--- src/rtl/modexp_pkg.sv ---
// rtl/modexp_pkg.sv - shared width, word type and sequencer state encoding for modexp_seq
package modexp_pkg;

  localparam int MPWID = 32;

  typedef logic [MPWID-1:0] word_t;

  typedef enum logic [2:0] {
    IDLE,
    CHECK,
    MUL_ISSUE,
    MUL_WAIT,
    SQR_ISSUE,
    SQR_WAIT,
    DONE
  } state_t;

endpackage

--- src/rtl/modexp_seq_if.sv ---
// rtl/modexp_seq_if.sv - upstream ds/ready bus and modmult bus; op_count only with MODEXP_PROFILE_EN
interface modexp_seq_if;
  logic                 ds;
  modexp_pkg::word_t    indata;
  modexp_pkg::word_t    exponent;
  modexp_pkg::word_t    modulus;
  logic                 ready;
  modexp_pkg::word_t    cypher;
`ifdef MODEXP_PROFILE_EN
  logic [15:0]          op_count;
`endif

  modport slave (
    input  ds, indata, exponent, modulus,
    output ready, cypher
`ifdef MODEXP_PROFILE_EN
    , output op_count
`endif
  );

  modport master (
    output ds, indata, exponent, modulus,
    input  ready, cypher
`ifdef MODEXP_PROFILE_EN
    , input op_count
`endif
  );
endinterface

interface modmult_if;
  logic                 mm_ds;
  modexp_pkg::word_t    mm_mpand;
  modexp_pkg::word_t    mm_mplier;
  modexp_pkg::word_t    mm_modulus;
  logic                 mm_ready;
  modexp_pkg::word_t    mm_product;

  modport master (
    output mm_ds, mm_mpand, mm_mplier, mm_modulus,
    input  mm_ready, mm_product
  );

  modport slave (
    input  mm_ds, mm_mpand, mm_mplier, mm_modulus,
    output mm_ready, mm_product
  );
endinterface

--- src/rtl/modexp_seq.sv ---
// rtl/modexp_seq.sv - right-to-left square-and-multiply sequencer driving an external modmult
// Optional feature: MODEXP_PROFILE_EN adds the op_count invocation counter.
module modexp_seq
  import modexp_pkg::*;
(
  input  logic          clk,
  input  logic          reset,
  modexp_seq_if.slave   up,
  modmult_if.master     mm
);

  state_t state_q, state_d;
  word_t  base_q, base_d;
  word_t  exp_q, exp_d;
  word_t  mod_q, mod_d;
  word_t  acc_q, acc_d;
  word_t  cypher_q, cypher_d;
  logic   armed_q, armed_d;
  logic   mul_done_q, mul_done_d;
  logic   mm_ds;
  word_t  mpand, mplier;
  logic   op_done;

  // modmult may still show the previous ready in the first WAIT cycle
  assign op_done = armed_q && mm.mm_ready;

  always_comb begin
    state_d    = state_q;
    base_d     = base_q;
    exp_d      = exp_q;
    mod_d      = mod_q;
    acc_d      = acc_q;
    cypher_d   = cypher_q;
    armed_d    = armed_q;
    mul_done_d = mul_done_q;
    mm_ds      = 1'b0;
    mpand      = '0;
    mplier     = '0;
    case (state_q)
      IDLE: begin
        if (up.ds) begin
          base_d     = up.indata;
          exp_d      = up.exponent;
          mod_d      = up.modulus;
          acc_d      = word_t'(1);
          mul_done_d = 1'b0;
          state_d    = CHECK;
        end
      end
      CHECK: begin
        mul_done_d = 1'b0;
        if (exp_q == '0)     state_d = DONE;
        else if (exp_q[0])   state_d = MUL_ISSUE;
        else                 state_d = SQR_ISSUE;
      end
      MUL_ISSUE, MUL_WAIT: begin
        mpand   = acc_q;
        mplier  = base_q;
        armed_d = (state_q == MUL_WAIT);
        if (state_q == MUL_ISSUE) begin
          mm_ds   = 1'b1;
          state_d = MUL_WAIT;
        end else if (op_done) begin
          acc_d      = mm.mm_product;
          exp_d      = exp_q >> 1;
          mul_done_d = 1'b1;
          // skip the final squaring once no exponent bits remain
          state_d    = (exp_q[MPWID-1:1] == '0) ? DONE : SQR_ISSUE;
        end
      end
      SQR_ISSUE, SQR_WAIT: begin
        mpand   = base_q;
        mplier  = base_q;
        armed_d = (state_q == SQR_WAIT);
        if (state_q == SQR_ISSUE) begin
          mm_ds   = 1'b1;
          state_d = SQR_WAIT;
        end else if (op_done) begin
          base_d = mm.mm_product;
          if (!mul_done_q) exp_d = exp_q >> 1;
          state_d = CHECK;
        end
      end
      DONE: begin
        cypher_d = acc_q;
        state_d  = IDLE;
      end
      default: state_d = IDLE;
    endcase
  end

  always_ff @(posedge clk) begin
    if (reset) begin
      state_q    <= IDLE;
      base_q     <= '0;
      exp_q      <= '0;
      mod_q      <= '0;
      acc_q      <= '0;
      cypher_q   <= '0;
      armed_q    <= 1'b0;
      mul_done_q <= 1'b0;
    end else begin
      state_q    <= state_d;
      base_q     <= base_d;
      exp_q      <= exp_d;
      mod_q      <= mod_d;
      acc_q      <= acc_d;
      cypher_q   <= cypher_d;
      armed_q    <= armed_d;
      mul_done_q <= mul_done_d;
    end
  end

`ifdef MODEXP_PROFILE_EN
  logic [15:0] op_count_q, op_count_d;

  always_comb begin
    op_count_d = op_count_q;
    if (state_q == IDLE && up.ds)         op_count_d = '0;
    else if (mm_ds && op_count_q != 16'hFFFF) op_count_d = op_count_q + 16'd1;
  end

  always_ff @(posedge clk) begin
    if (reset) op_count_q <= '0;
    else       op_count_q <= op_count_d;
  end

  assign up.op_count = op_count_q;
`endif

  assign up.ready      = (state_q == IDLE);
  assign up.cypher     = cypher_q;
  assign mm.mm_ds      = mm_ds;
  assign mm.mm_mpand   = mpand;
  assign mm.mm_mplier  = mplier;
  assign mm.mm_modulus = mod_q;

endmodule

--- src/flat_wrapper.sv ---
// flat-port wrapper written by rule: the top's interface ports become plain ports
module modexp_seq_flat import modexp_pkg::*;
  (clk, reset, up_ds, up_indata, up_exponent, up_modulus, up_ready, up_cypher, mm_mm_ds, mm_mm_mpand, mm_mm_mplier, mm_mm_modulus, mm_mm_ready, mm_mm_product);
  modexp_seq_if up_i ();
  modmult_if mm_i ();
  input  logic clk;
  input  logic reset;
  input wire logic [$bits(up_i.ds)-1:0] up_ds;
  input wire logic [$bits(up_i.indata)-1:0] up_indata;
  input wire logic [$bits(up_i.exponent)-1:0] up_exponent;
  input wire logic [$bits(up_i.modulus)-1:0] up_modulus;
  output wire logic [$bits(up_i.ready)-1:0] up_ready;
  output wire logic [$bits(up_i.cypher)-1:0] up_cypher;
  output wire logic [$bits(mm_i.mm_ds)-1:0] mm_mm_ds;
  output wire logic [$bits(mm_i.mm_mpand)-1:0] mm_mm_mpand;
  output wire logic [$bits(mm_i.mm_mplier)-1:0] mm_mm_mplier;
  output wire logic [$bits(mm_i.mm_modulus)-1:0] mm_mm_modulus;
  input wire logic [$bits(mm_i.mm_ready)-1:0] mm_mm_ready;
  input wire logic [$bits(mm_i.mm_product)-1:0] mm_mm_product;
  assign up_i.ds = up_ds;
  assign up_i.indata = up_indata;
  assign up_i.exponent = up_exponent;
  assign up_i.modulus = up_modulus;
  assign up_ready = up_i.ready;
  assign up_cypher = up_i.cypher;
  assign mm_mm_ds = mm_i.mm_ds;
  assign mm_mm_mpand = mm_i.mm_mpand;
  assign mm_mm_mplier = mm_i.mm_mplier;
  assign mm_mm_modulus = mm_i.mm_modulus;
  assign mm_i.mm_ready = mm_mm_ready;
  assign mm_i.mm_product = mm_mm_product;
  modexp_seq u_core (.clk(clk), .reset(reset), .up(up_i), .mm(mm_i));
endmodule
--- config.mk ---
export PLATFORM = sky130hd
export DESIGN_NAME = modexp_seq_flat
export DESIGN_NICKNAME = d
export VERILOG_FILES = /design/src/rtl/modexp_pkg.sv /design/src/rtl/modexp_seq_if.sv /design/src/rtl/modexp_seq.sv /design/src/flat_wrapper.sv
export SDC_FILE = /design/constraint.sdc
export NUM_CORES = 1
export LEC_CHECK = 0
export CORE_UTILIZATION = 45
export DETAILED_ROUTE_END_ITERATION = 10
export PLACE_DENSITY = 0.81
export REMOVE_ABC_BUFFERS = 1
export SLEW_MARGIN = 20
export SYNTH_ARGS = -nofsm -noshare
export SYNTH_HDL_FRONTEND = slang
export SYNTH_SLANG_ARGS = --single-unit
--- constraint.sdc ---
create_clock -name clk -period 2.5 [get_ports clk]
set_input_delay 0.5 -clock clk [delete_from_list [all_inputs] [get_ports clk]]
set_output_delay 0.5 -clock clk [all_outputs]
set_load 0.05 [all_outputs]
==> results.txt, run 1 <==
The run finished with clean final reports. The path with the worst hold slack has its endpoint at u_core.up.cypher[28]. Yosys attributes the largest share of cell area to sky130_fd_sc_hd__dfxtp_1 46%, sky130_fd_sc_hd__mux2i_1 9.0%, sky130_fd_sc_hd__a22o_1 7.7%. Fmax: 403.9 MHz. The first global-routing pass estimated 36230 um of wire. For the total number of vias, the log shows 7041. Before CTS, the worst setup slack after placement is -0.2151 ns. Counting along the longest clock path gives a buffer depth of 2.

The final number of hold-violating endpoints is 0. By instance count, the leading cell after synthesis is sky130_fd_sc_hd__dfxtp_1. The path class of the tightest hold or removal check is register to register. The layout has 1102 filler cells. The layout net count was 1182. The number of buffers added on ports is 261. The number of antenna violations at the first check in global routing came out at 0.

In this run, the combinational gates consume 46.3% of the power. For this design the ratio of total power to cell area is 1064 nW/um2. The run gives 800 as the post-synthesis instance total.

In the finished design, the share of the clock period the worst path needs comes to 99.03%. Once detail routing completed, the nets flagged for antenna violations numbered 0. Cells fill 73.65% of the core in the end. The via count of the first global-routing pass came out at 6605. Measured along the x axis, the die boundary spans 127.9 um. The core region is 15310 um2.

Final-layout setup total negative slack: 0 ns. The worst setup path is captured at an output port. The initial detailed-routing violation count is 543. Leading area contributor after synthesis: sky130_fd_sc_hd__dfxtp_1.

Along the worst path, the maximum fanout reaches 7. HPWL after detailed placement: 15660 um. The cell occurring most often along the worst timing path is sky130_fd_sc_hd__buf_12.

The worst hold path begins at u_core.up.cypher[28]. Setup repair after global routing could not meet its margin everywhere. The clock arrives with 0.005164 ns of skew. Average detailed-routed wire length per instance: 18.64 um. The startpoint-to-endpoint class of the critical path was register to output port.

After synthesis, the most frequently instantiated cells are 165 x sky130_fd_sc_hd__dfxtp_1, 131 x sky130_fd_sc_hd__nand2_1, 69 x sky130_fd_sc_hd__a21oi_1. The boundary pin count is 262. For the final count of pins violating max slew, the log shows 0.

Cells with a size suffix above 1 make up 16.32% of the layout. TritonCTS built the clock tree. Averaged over all synthesized cells, the footprint is 8.918 um2.

The worst setup path is launched from a register. The run gives 23690 um as the wire length reported by the detailed router. Sequential cells were found to cover 46.30% of the synthesized design area. The clock insertion delay at the later pin of the skew report is 0.42 ns. IR analysis of the VDD net gives a maximum drop of 0.0006530 V. The endpoint identified for the worst register-to-register timing path is u_core.exp_q[1]. In this run the number of H-tree levels came out at 4. For this run, the total global-route usage over all layers was measured as 28.74%.

Among all flip-flop cells after synthesis, the most frequent one is sky130_fd_sc_hd__dfxtp_1. Data arrives at the worst endpoint at 1.98 ns. The net switching fraction of the power works out to 39.60%. At the end of routability-driven placement, the weighted congestion stood at 0.7965. Headroom to the max-slew limit came out at 53.41%. Transition time of the tightest slew-check pin: 0.6989 ns. The hold path depth works out to 2. Entering global routing, the biggest net connects 46 pins. Setup violations remaining at the end of the flow were counted as 0. Counting flops and latches in the post-synthesis netlist gives 165.

The required arrival time at the worst endpoint is 2.00 ns. The tools report the slack of the worst reg-to-reg path as 0.34 ns. The initial utilization of the core area, before any placement, comes to 46.58%. The launching point of the worst reg2reg path is u_core.state_q[1].

Measured in cells, the most critical reg-to-reg path has a length of 7. In this run the power spent charging and discharging nets is 4.754 mW. For this design, the slowest cell found on the critical path is sky130_fd_sc_hd__dfxtp_2.

The tools report the post-synthesis cell type count as 44. The tools report the worst setup slack after layout as 0.02421 ns. The number of hold buffers added after CTS was 0.

Of the total power, registers draw 30.6%. The first TritonRoute pass finished after 5 iterations. The tools report the root buffer cell as sky130_fd_sc_hd__clkbuf_16. The floorplan row count was 45. Max-cap violations in this run came to 0.

Counting flops with a built-in enable in the synthesized netlist gives 0. The analysis attributes to cell leakage a power of 4.365 nW. Clock-pin slew was measured on the worst setup and hold paths at 0.06 ns. The final critical-path required period was 2.476 ns. The area share of the leading cell type in the synthesized netlist is 46.30%, and the fraction of power consumed by the clock network is 23.1%. The area of the die was 16360 um2; the number of buffers created by CTS was 17.

The area added between synthesis and finish was 58.10%; the design internal power was 7.250 mW. For this run, design rule violations remaining after detail routing come to 0. Walking the worst path, the cells encountered are inv_2 -> ha_4 -> buf_12 -> nor2_4 -> bufbuf_16 -> a22o_1 -> buf_12. The height of the die is 127.9 um, and the share of flip-flops with an asynchronous set or reset after synthesis is 0%.

The via count normalized by instance count is 5.540, and the post-synth design cell area is 7134 um2. The Yosys warning count is 0, and the highest cell delay on the worst timing path is 0.34 ns. Global route total overflow: 0.

Number of sinks driven by the clock tree: 165. The number of antenna diodes in the final layout is 0.
==> worst max path at each step <==
stage                            startpoint         endpoint  cells past startpoint
final                     u_core.state_q[1]  mm_mm_mpand[29]                      7
after global routing      u_core.state_q[1]  mm_mm_mpand[29]                      7
after CTS                 u_core.state_q[1]  mm_mm_mpand[31]                      7
after detailed placement  u_core.state_q[1]  mm_mm_mpand[25]                      6
after global placement    u_core.state_q[1]  mm_mm_mpand[31]                      6
after floorplan           u_core.state_q[2]   mm_mm_mpand[0]                      4
==> state kept, by name (all words and copies together), names as in the netlist <==
register              cells
u_core.exp_q             32
u_core.acc_q             32
u_core.base_q            32
u_core.up.cypher         32
u_core.mm.mm_modulus     32
u_core.state_q            3
u_core.armed_q            1
u_core.mul_done_q         1
==> repair_timing <==
action,in CTS,in global routing
endpoints found under the setup margin,37,20
resized for setup,18,15
cloned,3,0
pin swaps,5,2
setup buffers,6,1
==> through the flow <==
step,hold slack (ns),power [mW],area (um2),instances
floorplan,0.4388,7.044,6815,723
finish,0.4528,12.00,11280,1271
global route,0.4713,12.59,11280,1271
global placement,0.4406,8.782,10290,1229
detailed placement,0.4467,8.899,10290,1229
CTS,0.4555,11.97,11160,1270
==> metal layers <==
metal	track usage [%]	wire length, um
met5	0	0
met4	10.87	539
met3	5.467	1588
met2	47.44	11660
met1	37.25	9901
==> power by group through the flow <==
| stage | Sequential, mW | Combinational, mW | Clock [mW] |
|---|---|---|---|
| after global placement | 3.67 | 5.11 | 0 |
| after global routing | 3.74 | 5.92 | 2.93 |
| after CTS | 3.65 | 5.51 | 2.81 |
| after floorplan | 3.99 | 3.05 | 0 |
| after detailed placement | 3.69 | 5.21 | 0 |
| final | 3.67 | 5.56 | 2.77 |
==> cells in the final DEF, fill, tap and decap left out, types with 3 or more instances in the layout <==
cell type	count
sky130_fd_sc_hd__dfxtp_1	163
sky130_fd_sc_hd__a211oi_1	64
sky130_fd_sc_hd__clkdlybuf4s50_1	194
sky130_fd_sc_hd__inv_1	4
sky130_fd_sc_hd__mux2i_1	64
sky130_fd_sc_hd__clkinv_2	4
sky130_fd_sc_hd__nor2b_1	33
sky130_fd_sc_hd__clkbuf_8	3
sky130_fd_sc_hd__or4b_1	3
sky130_fd_sc_hd__a22o_1	47
sky130_fd_sc_hd__a22o_4	16
sky130_fd_sc_hd__clkbuf_16	17
sky130_fd_sc_hd__nand2b_1	3
sky130_fd_sc_hd__buf_4	64
sky130_fd_sc_hd__nor3_1	36
sky130_fd_sc_hd__nor2_1	35
sky130_fd_sc_hd__nand3b_1	3
sky130_fd_sc_hd__buf_12	42
sky130_fd_sc_hd__nand2_1	131
sky130_fd_sc_hd__nor4_1	10
sky130_fd_sc_hd__a21oi_1	69
sky130_fd_sc_hd__o21bai_1	3
sky130_fd_sc_hd__clkbuf_1	3
sky130_fd_sc_hd__bufinv_16	4
==> critical path: cells and delay by family (launching register included) <==
| family | cells | cell delay (ns) |
|---|---|---|
| and+or+nand+nor | 1 | 0.16 |
| adders and majority gates | 1 | 0.25 |
| DFF | 1 | 0.34 |
| buffers and inverters | 4 | 0.63 |
| AOI/OAI and AO/OA | 1 | 0.17 |
==> cells by family (layout without fill, tap and decap cells) <==
family	Yosys count	in the layout	share of synthesized area, %
compound gates	216	216	22.05
xor+xnor	1	1	0.1228
fa+ha+maj	3	3	0.5262
buf+inv	83	343	4.788
flops	165	165	46.30
mux	64	64	8.979
simple gates	268	268	17.24
==> final cells by class <==
cell class                      count  area, um2  share of cell area, %
Clock buffer                       23      478.0                  4.237
Multi-Input combinational cell    552       3676                  32.59
Tap cell                          211      264.0                  2.341
Clock inverter                      9      148.9                  1.320
Sequential cell                   165       3308                  29.33
Timing Repair Buffer              305       3382                  29.98
Inverter                            6      22.52                 0.1997
No activity file was read; power rests on OpenSTA's default activity.
==> run 2: changes to the inputs <==
--- a/config.mk
+++ b/config.mk
@@ -7,6 +7,7 @@
 export LEC_CHECK = 0
 export CORE_UTILIZATION = 45
 export DETAILED_ROUTE_END_ITERATION = 10
+export GPL_TIMING_DRIVEN = 1
 export PLACE_DENSITY = 0.81
 export REMOVE_ABC_BUFFERS = 1
 export SLEW_MARGIN = 20
==> results of run 2 <==
Same layout as run 1: the final DEF is identical, and so are final timing and power.
